==> src/rtl/seq_magnitude_comp_pkg.sv <==
// Shared definitions for the sequential magnitude comparator: FSM state
// encoding and the one-hot {agtb, aeqb, altb} result encoding.
package seq_cmp_pkg;

    typedef enum logic [1:0] {
        IDLE    = 2'd0,
        COMPARE = 2'd1,
        DONE    = 2'd2
    } state_t;

    // Result vector ordering is {agtb, aeqb, altb}.
    localparam logic [2:0] GT = 3'b100;
    localparam logic [2:0] EQ = 3'b010;
    localparam logic [2:0] LT = 3'b001;

endpackage

==> src/rtl/seq_magnitude_comp_if.sv <==
// Start/done handshake and result bus of the sequential magnitude comparator.
interface seq_magnitude_comp_if #(
    parameter int WIDTH = 8
) ();

    logic             start;
    logic             signed_mode;
    logic [WIDTH-1:0] a;
    logic [WIDTH-1:0] b;
    logic             busy;
    logic             done;
    logic             agtb;
    logic             aeqb;
    logic             altb;

    // Requester side: issues compares and consumes results.
    modport master (
        output start, signed_mode, a, b,
        input  busy, done, agtb, aeqb, altb
    );

    // Comparator side.
    modport slave (
        input  start, signed_mode, a, b,
        output busy, done, agtb, aeqb, altb
    );

endinterface

==> src/rtl/seq_magnitude_comp_cmp_digit.sv <==
// Combinational DIGIT-bit unsigned comparator applied to the current digit.
module cmp_digit #(
    parameter int DIGIT = 2
) (
    input  logic [DIGIT-1:0] a,
    input  logic [DIGIT-1:0] b,
    output logic             gt,
    output logic             eq
);

    // NOTE: continuous assigns give pure combinational logic; no path can leave an output unassigned, so no latch.
    assign gt = (a > b);
    assign eq = (a == b);

endmodule

==> src/rtl/seq_magnitude_comp.sv <==
// Multi-cycle magnitude comparator: walks the operands MSB-first, DIGIT bits
// per clock, and exits early on the first differing digit.
module seq_magnitude_comp
    import seq_cmp_pkg::*;
#(
    parameter int WIDTH = 8,
    parameter int DIGIT = 2
) (
    input logic                 clk,
    input logic                 rst_n,
    seq_magnitude_comp_if.slave bus
);

    localparam int NUM_DIGITS = WIDTH / DIGIT;
    localparam int CNT_W      = (NUM_DIGITS > 1) ? $clog2(NUM_DIGITS) : 1;
    localparam logic [CNT_W-1:0] CNT_LAST = CNT_W'(NUM_DIGITS - 1);

    generate
        if ((DIGIT < 1) || (DIGIT > WIDTH) || (WIDTH % DIGIT != 0)) begin : g_bad_params
            $fatal(1, "seq_magnitude_comp: WIDTH must be a multiple of DIGIT, 1 <= DIGIT <= WIDTH");
        end
    endgenerate

    state_t           state;
    logic [WIDTH-1:0] a_sh;
    logic [WIDTH-1:0] b_sh;
    logic [CNT_W-1:0] cnt;
    logic [2:0]       result;
    logic             busy_q;
    logic             done_q;
    logic             dig_gt;
    logic             dig_eq;

    // Offset-binary trick: flipping both sign bits maps two's complement
    // order onto unsigned order, so one unsigned digit compare serves both.
    function automatic logic [WIDTH-1:0] bias(input logic [WIDTH-1:0] v, input logic s);
        return v ^ (WIDTH'(s) << (WIDTH - 1));
    endfunction

    cmp_digit #(.DIGIT(DIGIT)) u_cmp_digit (
        .a  (a_sh[WIDTH-1 -: DIGIT]),
        .b  (b_sh[WIDTH-1 -: DIGIT]),
        .gt (dig_gt),
        .eq (dig_eq)
    );

    // Control FSM with registered handshake and result outputs.
    always_ff @(posedge clk or negedge rst_n) begin
        if (!rst_n) begin
            state  <= IDLE;
            a_sh   <= '0;
            b_sh   <= '0;
            cnt    <= '0;
            result <= '0;
            busy_q <= 1'b0;
            done_q <= 1'b0;
        end else begin
            // NOTE: non-blocking assignments so every register updates from pre-edge values.
            case (state)
                IDLE, DONE: begin
                    done_q <= 1'b0;
                    if (bus.start) begin
                        a_sh   <= bias(bus.a, bus.signed_mode);
                        b_sh   <= bias(bus.b, bus.signed_mode);
                        cnt    <= CNT_LAST;
                        busy_q <= 1'b1;
                        state  <= COMPARE;
                    end else begin
                        state  <= IDLE;
                    end
                end
                COMPARE: begin
                    if (!dig_eq) begin
                        result <= dig_gt ? GT : LT;
                        busy_q <= 1'b0;
                        done_q <= 1'b1;
                        state  <= DONE;
                    end else if (cnt == '0) begin
                        result <= EQ;
                        busy_q <= 1'b0;
                        done_q <= 1'b1;
                        state  <= DONE;
                    end else begin
                        a_sh <= a_sh << DIGIT;
                        b_sh <= b_sh << DIGIT;
                        cnt  <= cnt - 1'b1;
                    end
                end
                default: begin
                    busy_q <= 1'b0;
                    done_q <= 1'b0;
                    state  <= IDLE;
                end
            endcase
        end
    end

    assign bus.busy = busy_q;
    assign bus.done = done_q;
    assign {bus.agtb, bus.aeqb, bus.altb} = result;

endmodule

==> src/flat_wrapper.sv <==
// flat-port wrapper written by rule: the top's interface ports become plain ports
module seq_magnitude_comp_flat import seq_cmp_pkg::*;
#(
    parameter int WIDTH = 8,
    parameter int DIGIT = 2
)
  (clk, rst_n, bus_start, bus_signed_mode, bus_a, bus_b, bus_busy, bus_done, bus_agtb, bus_aeqb, bus_altb);
  seq_magnitude_comp_if #(.WIDTH(WIDTH)) bus_i ();
  input logic clk;
  input logic rst_n;
  input wire logic [$bits(bus_i.start)-1:0] bus_start;
  input wire logic [$bits(bus_i.signed_mode)-1:0] bus_signed_mode;
  input wire logic [$bits(bus_i.a)-1:0] bus_a;
  input wire logic [$bits(bus_i.b)-1:0] bus_b;
  output wire logic [$bits(bus_i.busy)-1:0] bus_busy;
  output wire logic [$bits(bus_i.done)-1:0] bus_done;
  output wire logic [$bits(bus_i.agtb)-1:0] bus_agtb;
  output wire logic [$bits(bus_i.aeqb)-1:0] bus_aeqb;
  output wire logic [$bits(bus_i.altb)-1:0] bus_altb;
  assign bus_i.start = bus_start;
  assign bus_i.signed_mode = bus_signed_mode;
  assign bus_i.a = bus_a;
  assign bus_i.b = bus_b;
  assign bus_busy = bus_i.busy;
  assign bus_done = bus_i.done;
  assign bus_agtb = bus_i.agtb;
  assign bus_aeqb = bus_i.aeqb;
  assign bus_altb = bus_i.altb;
  seq_magnitude_comp #(.WIDTH(WIDTH), .DIGIT(DIGIT)) u_core (.clk(clk), .rst_n(rst_n), .bus(bus_i));
endmodule
==> config.mk <==
export PLATFORM = sky130hd
export DESIGN_NAME = seq_magnitude_comp_flat
export DESIGN_NICKNAME = d
export VERILOG_FILES = /design/src/rtl/seq_magnitude_comp_pkg.sv /design/src/rtl/seq_magnitude_comp_if.sv /design/src/rtl/seq_magnitude_comp_cmp_digit.sv /design/src/rtl/seq_magnitude_comp.sv /design/src/flat_wrapper.sv
export SDC_FILE = /design/constraint.sdc
export NUM_CORES = 1
export LEC_CHECK = 0
export BUFFER_PORTS_ARGS = -buffer_cell sky130_fd_sc_hd__buf_2
export CAP_MARGIN = 20
export CORE_MARGIN = 2
export CORE_UTILIZATION = 37
export DETAILED_ROUTE_END_ITERATION = 7
export GPL_ROUTABILITY_DRIVEN = 0
export GPL_TIMING_DRIVEN = 0
export PLACE_DENSITY_LB_ADDON = 0.2
export SETUP_SLACK_MARGIN = 0.3
export SLEW_MARGIN = 20
export SYNTH_ARGS = -nofsm -noshare
export SYNTH_HDL_FRONTEND = slang
export SYNTH_SLANG_ARGS = --single-unit
==> constraint.sdc <==
create_clock -name clk -period 3.88 [get_ports clk]
set_clock_uncertainty 0.05 [all_clocks]
set_input_delay 0.776 -clock clk [delete_from_list [all_inputs] [get_ports clk]]
set_output_delay 0.776 -clock clk [all_outputs]
set_load 0.005 [all_outputs]
==> results of run 1 <==
## registers in the layout, summed over array words and instances (netlist names)
name             flops
u_core.b_sh          8
u_core.result        3
u_core.cnt           2
u_core.bus.busy      1
u_core.state         2
u_core.a_sh          8
## cell usage in the layout (no fill, tap or decap)
master      n
clkbuf_4    3
a21oi_1     4
nor3_1      1
and3_2      1
mux2_4      5
nand3_1     2
buf_12      1
and2b_4     1
dfrtp_1    24
nand2_1     8
mux2_2     15
inv_1       7
xor2_1      2
o21ai_0     6
and3b_4     1
nor2_1      1
o2bb2ai_1   2
o21a_1      1
nor2b_4     1
buf_2      24
buf_6       3
a21o_1      1
a32o_1      1
mux2i_1     4
ha_1        3
bufinv_16   1
nand2b_1    2
## through the flow
stage	setup slack, ns	std cells	cell area (µm²)
4_1_cts	2.03	169	1450
3_5_place_dp	1.91	165	1390
3_3_place_gp	1.91	165	1390
5_1_grt	1.95	169	1450
2_1_floorplan	2.08	97	1220
6_report	2.04	169	1450
## metal layers
metal | global-route usage | wire, µm | vias to the layer above | part of all wire
met5 | 0 | 0 | - | 0
met4 | 0.0274 | 15 | 0 | 0.0069
met3 | 0.0504 | 128 | 2 | 0.059
met2 | 0.208 | 936 | 28 | 0.43
met1 | 0.188 | 1100 | 365 | 0.51
li1 | - | - | 393 | -
## worst max-delay path: cells and delay by family (launching register included)
kind / cells / cell delay, ns
compound gates: 1 / 0.13
fa+ha+maj: 1 / 0.23
buf+inv: 3 / 0.32
flops: 1 / 0.39
mux: 1 / 0.30
simple gates: 1 / 0.32
## area by class of cell
class | instances | area, µm²
multi-input combinational | 62 | 537
tap | 44 | 55.1
inverter | 7 | 26.3
timing repair buffer | 24 | 120
clock buffer | 3 | 22.5
sequential | 24 | 601
clock inverter | 1 | 30.0
buffer | 4 | 53.8
fill | 309 | 1660
## power groups by stage
stage                     registers (mW)  clock network, mW  logic [mW]
after global placement             0.433                  0       0.566
after floorplan                    0.422                  0       0.462
after global routing               0.446              0.195       0.637
final                              0.432              0.179       0.569
after detailed placement           0.436                  0       0.575
after CTS                          0.432              0.187       0.577
## worst min-delay path by stage
stage | from | slack (ns) | end
final | rst_n | 0.37 | u_core.b_sh[2]
after global routing | rst_n | 0.40 | u_core.b_sh[2]
after CTS | rst_n | 0.38 | u_core.b_sh[0]
after detailed placement | u_core.result[0] | 0.43 | u_core.result[0]
after global placement | u_core.result[2] | 0.42 | u_core.result[2]
after floorplan | u_core.state[0] | 0.41 | u_core.bus.busy
## cell families after synthesis
kind of cell               share of synthesized area
AOI/OAI and AO/OA                             0.0761
xor gates and xnor gates                      0.0144
adders and majority gates                     0.0308
buffers and inverters                         0.0658
DFF                                            0.493
muxes                                          0.233
and+or+nand+nor                               0.0863
==> flow_metrics.py, run 1 <==
metrics = {
    "cts": {
        "cts_resized": 0,
        "cts_tree": "done",
        "insertion_delay_ns": 0.31,
        "cts_buffers": 3,
        "postCtsHoldBufs": 0,
        "clkTransAtPathRegs_ns": 0.13,
        "post_cts_buffers": 0,
        "cts-root-buf": "clkbuf_4",
        "max-clock-path-buffers": 2,
        "h-tree-depth": 1,
        "cts_sinks": 24,
    },
    "cells_and_area": {
        "diodes": 0,
        "area_growth_syn_to_layout_pct": 18.7,
        "nNetsFinal": 149,
        "final_core_util": 0.466,
        "layout-drive-gt1-share": 0.448,
    },
    "yosys": {
        "ys_types": 24,
        "synth_most_common_cell": "dfrtp_1",
        "synthesis.nets": 120,
        "synth_top_area_frac": 0.493,
        "synth-main-ff-cell": "dfrtp_1",
        "avgSynthCellArea_um2": 12.6,
        "ys_async_sr_fraction": 1.00,
        "synthTopCellsByCount": "dfrtp_1, mux2_2, nand2_1, inv_1, o21ai_0",
        "ys_warn_count": 0,
        "netlist_area_um2": 1220,
        "synth_edf_count": 0,
        "synth.largest_area_cell": "dfrtp_1",
        "yosys_register_bits": 24,
        "synthTopCellsByArea": "dfrtp_1, mux2_2, mux2_4",
        "postSynthCellCount": 97,
        "yosysSeqAreaShare": 0.493,
    },
    "critical_path": {
        "worstSetupEndpointType": "flip-flop",
        "critical_path_class": "flip-flop to flip-flop",
        "endpoint": "u_core.b_sh[6]",
        "crit_required_ns": 4.04,
        "path_cells": "inv_1 -> ha_1 -> and3b_4 -> a21o_1 -> buf_6 -> buf_12 -> mux2_4",
        "arrival_ns": 2.00,
        "start_kind": "flip-flop",
        "crit_fanout": 10,
        "r2r_slack_ns": 2.04,
        "slowest_delay_ns": 0.39,
        "r2r_start": "u_core.cnt[0]",
        "r2r_cells": 7,
        "cp-startpoint": "u_core.cnt[0]",
        "r2r-end": "u_core.b_sh[6]",
        "cpMaxStageDelayCell": "dfrtp_1",
    },
    "detailed_routing": {
        "dr_total_vias": 788,
        "ant_nets": 0,
        "route.detailed.drc": 0,
        "wirelength_um": 2180,
        "first_iter_violations": 18,
        "wl_per_cell_um": 12.9,
        "drt_pass1_iterations": 4,
        "avgViaCountPerCell": 4.66,
    },
    "power_and_ir_drop": {
        "switching_share": 0.323,
        "seqPwrFrac": 0.366,
        "total_power_mw": 1.18,
        "cellLeakagePower_nw": 0.712,
        "power_switching_uw": 381,
        "pwr-share-clk": 0.152,
        "p_int_uw": 798,
        "powerDensity_nw_per_um2": 816,
        "irDropWorstVdd_uv": 353,
        "pwr-share-comb": 0.482,
    },
    "grt": {
        "grt_pass1_vias": 786,
        "antenna_found_initial": 0,
        "grt_use_total": 0.136,
        "grt.overflow.total": 0,
        "grt_max_degree": 25,
        "grt_pass1_wl_um": 3690,
    },
    "min_path": {
        "holdCritPathClass": "input pin to asynchronous set/reset pin",
    },
    "job": {
        "cap_viol_max_count": 0,
    },
    "die": {
        "start_util": 0.392,
        "chipWidth_um": 61.4,
        "ioPinCount": 25,
        "die-area_um2": 3770,
        "rows": 20,
        "core_um2": 3100,
        "dieHeight_um": 61.4,
    },
    "run_status": {
        "outcome": "completed",
    },
    "sta": {
        "max_freq_mhz": 543,
        "fin_crit_ns": 1.84,
        "timing.final.crit_share": 0.475,
        "final.setup.tns_ns": 0,
        "setup_viol": 0,
        "worst_slew_pin_slew_ns": 0.535,
        "slew_headroom": 0.643,
        "slew_violations": 0,
        "hold_violations": 0,
        "worst_hold_slack_ns": 0.368,
        "rsz0062_at_grt": "false",
    },
    "place": {
        "place_hpwl_um": 1630,
        "port_buffers": 24,
    },
}
Note: power is estimated with default switching activity, not from simulation.
==> inputs of run 2 (changes only) <==
==> constraint.sdc (replaced) <==
create_clock -name clk -period 1.6 [get_ports clk]
set_clock_uncertainty 0.05 [all_clocks]
set_input_delay 0.32 -clock clk [delete_from_list [all_inputs] [get_ports clk]]
set_output_delay 0.32 -clock clk [all_outputs]
set_load 0.005 [all_outputs]
==> flow_metrics.py, run 2 (synthesized netlist as in run 1, its figures left out) <==
metrics = {
    "cells_and_area": {
        "layout-drive-gt1-share": 0.620,
        "layout.cells.non_filler": 186,
        "top_regs": "u_core.a_sh: 8 flops, u_core.b_sh: 8 flops, u_core.result: 3 flops",
        "final_core_util": 0.554,
        "finish.instance_area_um2": 1720,
        "layout_common_cells": "buf_2, dfrtp_1, mux2_2",
        "nNetsFinal": 167,
        "area_growth_syn_to_layout_pct": 41.1,
        "diodes": 0,
    },
    "cts": {
        "h-tree-depth": 1,
        "max-clock-path-buffers": 2,
        "cts_buffers": 3,
        "clkTransAtPathRegs_ns": 0.12,
        "insertion_delay_ns": 0.31,
        "cts_tree": "done",
        "cts_sinks": 24,
        "cts-root-buf": "clkbuf_4",
    },
    "min_path": {
        "holdPathStages": 3,
        "holdCritStartpoint": "bus_a[0]",
        "hold_end": "u_core.a_sh[0]",
        "holdCritPathClass": "input pin to flip-flop",
    },
    "critical_path": {
        "r2r_start": "u_core.a_sh[7]",
        "r2r_slack_ns": -0.15,
        "slowest_delay_ns": 0.43,
        "r2r-end": "u_core.b_sh[4]",
        "r2r_cells": 6,
        "cpMaxStageDelayCell": "dfrtp_1",
        "crit_required_ns": 1.76,
        "crit_fanout": 5,
        "path_cells": "ha_4 -> and3b_4 -> a21o_1 -> buf_6 -> buf_12 -> mux2_4",
        "arrival_ns": 1.91,
        "start_kind": "flip-flop",
        "critical_path_class": "flip-flop to flip-flop",
        "worstSetupEndpointType": "flip-flop",
    },
    "grt": {
        "gr-max-usage-layer": "met2",
        "grt_use_total": 0.155,
        "grtUsageMet2": 0.233,
        "use_met1": 0.223,
        "grt.overflow.total": 0,
        "grt_pass1_vias": 890,
        "grt_max_degree": 25,
        "grt_pass1_wl_um": 4220,
        "antenna_found_initial": 0,
        "met3_usage": 0.0252,
    },
    "power_and_ir_drop": {
        "cellLeakagePower_nw": 0.820,
        "seqPwrFrac": 0.286,
        "powerDensity_nw_per_um2": 2160,
        "p_int_mw": 2.41,
        "switching_share": 0.350,
        "power_switching_mw": 1.30,
        "pwr-share-clk": 0.071,
        "pwr-share-comb": 0.643,
        "irDropWorstVdd_uv": 809,
    },
    "run_status": {
        "outcome": "finished, violations left",
        "violations": "setup timing",
    },
    "die": {
        "start_util": 0.392,
        "core_um2": 3100,
        "die-area_um2": 3770,
        "dieHeight_um": 61.4,
        "chipWidth_um": 61.4,
        "rows": 20,
        "ioPinCount": 25,
    },
    "place": {
        "place_hpwl_um": 1650,
        "place_inst": 165,
        "placed_area_um2": 1400,
        "port_buffers": 24,
        "dp_slack_ns": -0.208,
    },
    "sta": {
        "timing.final.crit_share": 1.10,
        "rsz0062_at_grt": "true",
        "hold_violations": 0,
        "worst_slew_pin_slew_ns": 0.550,
        "final.setup.tns_ns": -1.55,
        "timing.final.ws_setup_ns": -0.153,
        "fin_crit_ns": 1.75,
        "max_freq_mhz": 571,
        "setup_viol": 14,
        "slew_violations": 0,
        "slew_headroom": 0.633,
    },
    "detailed_routing": {
        "avgViaCountPerCell": 4.70,
        "ant_nets": 0,
        "first_iter_violations": 24,
        "wirelength_um": 2660,
        "dr_total_vias": 874,
        "wl_per_cell_um": 14.3,
        "route.detailed.drc": 0,
        "drt_pass1_iterations": 4,
    },
    "job": {
        "cap_viol_max_count": 0,
    },
}
==> run 2: layout make-up <==
class | instances | area [µm²]
Timing Repair Buffer | 42 | 303
Clock buffer | 3 | 22.5
Buffer | 4 | 61.3
Inverter | 7 | 26.3
Sequential cell | 24 | 601
Tap cell | 44 | 55.1
Fill cell | 276 | 1390
Multi-Input combinational cell | 62 | 649
==> run 2: power groups by stage <==
stage          Clock, mW  Combinational, mW  Sequential [mW]
2_1_floorplan          0               1.12             1.02
3_3_place_gp           0               1.38             1.04
3_5_place_dp           0               1.41             1.06
4_1_cts            0.269               1.98             1.05
5_1_grt            0.295               2.58             1.09
6_report           0.262               2.38             1.06
==> run 2: metrics by stage <==
| step | power, mW | hold slack [ns] |
|---|---|---|
| final | 3.70 | 0.163 |
| after global routing | 3.97 | 0.157 |
| after CTS | 3.30 | 0.159 |
| after detailed placement | 2.46 | 0.289 |
| after global placement | 2.43 | 0.291 |
| after floorplan | 2.14 | -0.0256 |
==> run 2: repair_timing <==
action,CTS,global route
hold buffers,1,0
gates cloned,0,1
endpoints found under the hold margin,24,0
pin swaps,7,9
setup endpoints to repair,23,24
buffers inserted,11,5
gates resized for setup,21,13
==> run 2: routing by layer <==
layer / wire length [µm] / part of all wire
met5: 0 / 0
met4: 25 / 0.0094
met3: 95 / 0.036
met2: 1240 / 0.47
met1: 1290 / 0.49
==> run 2: worst max path at each step <==
stage | startpoint | to | slack (ns) | depth (start not counted)
6_report | u_core.a_sh[7] | u_core.b_sh[4] | -0.15 | 6
3_5_place_dp | u_core.a_sh[7] | u_core.b_sh[4] | -0.21 | 6
4_1_cts | u_core.b_sh[7] | u_core.b_sh[4] | -0.13 | 7
5_1_grt | u_core.cnt[0] | u_core.a_sh[4] | -0.21 | 7
3_3_place_gp | u_core.a_sh[7] | u_core.b_sh[6] | -0.20 | 6
2_1_floorplan | u_core.a_sh[7] | u_core.b_sh[2] | -0.12 | 6
==> run 2: worst max-delay path: cells and delay by family (launching register included) <==
family | cells | cell delay, ns
flops | 1 | 0.43
buf+inv | 2 | 0.27
fa+ha+maj | 1 | 0.25
compound gates | 1 | 0.18
simple gates | 1 | 0.18
mux | 1 | 0.29
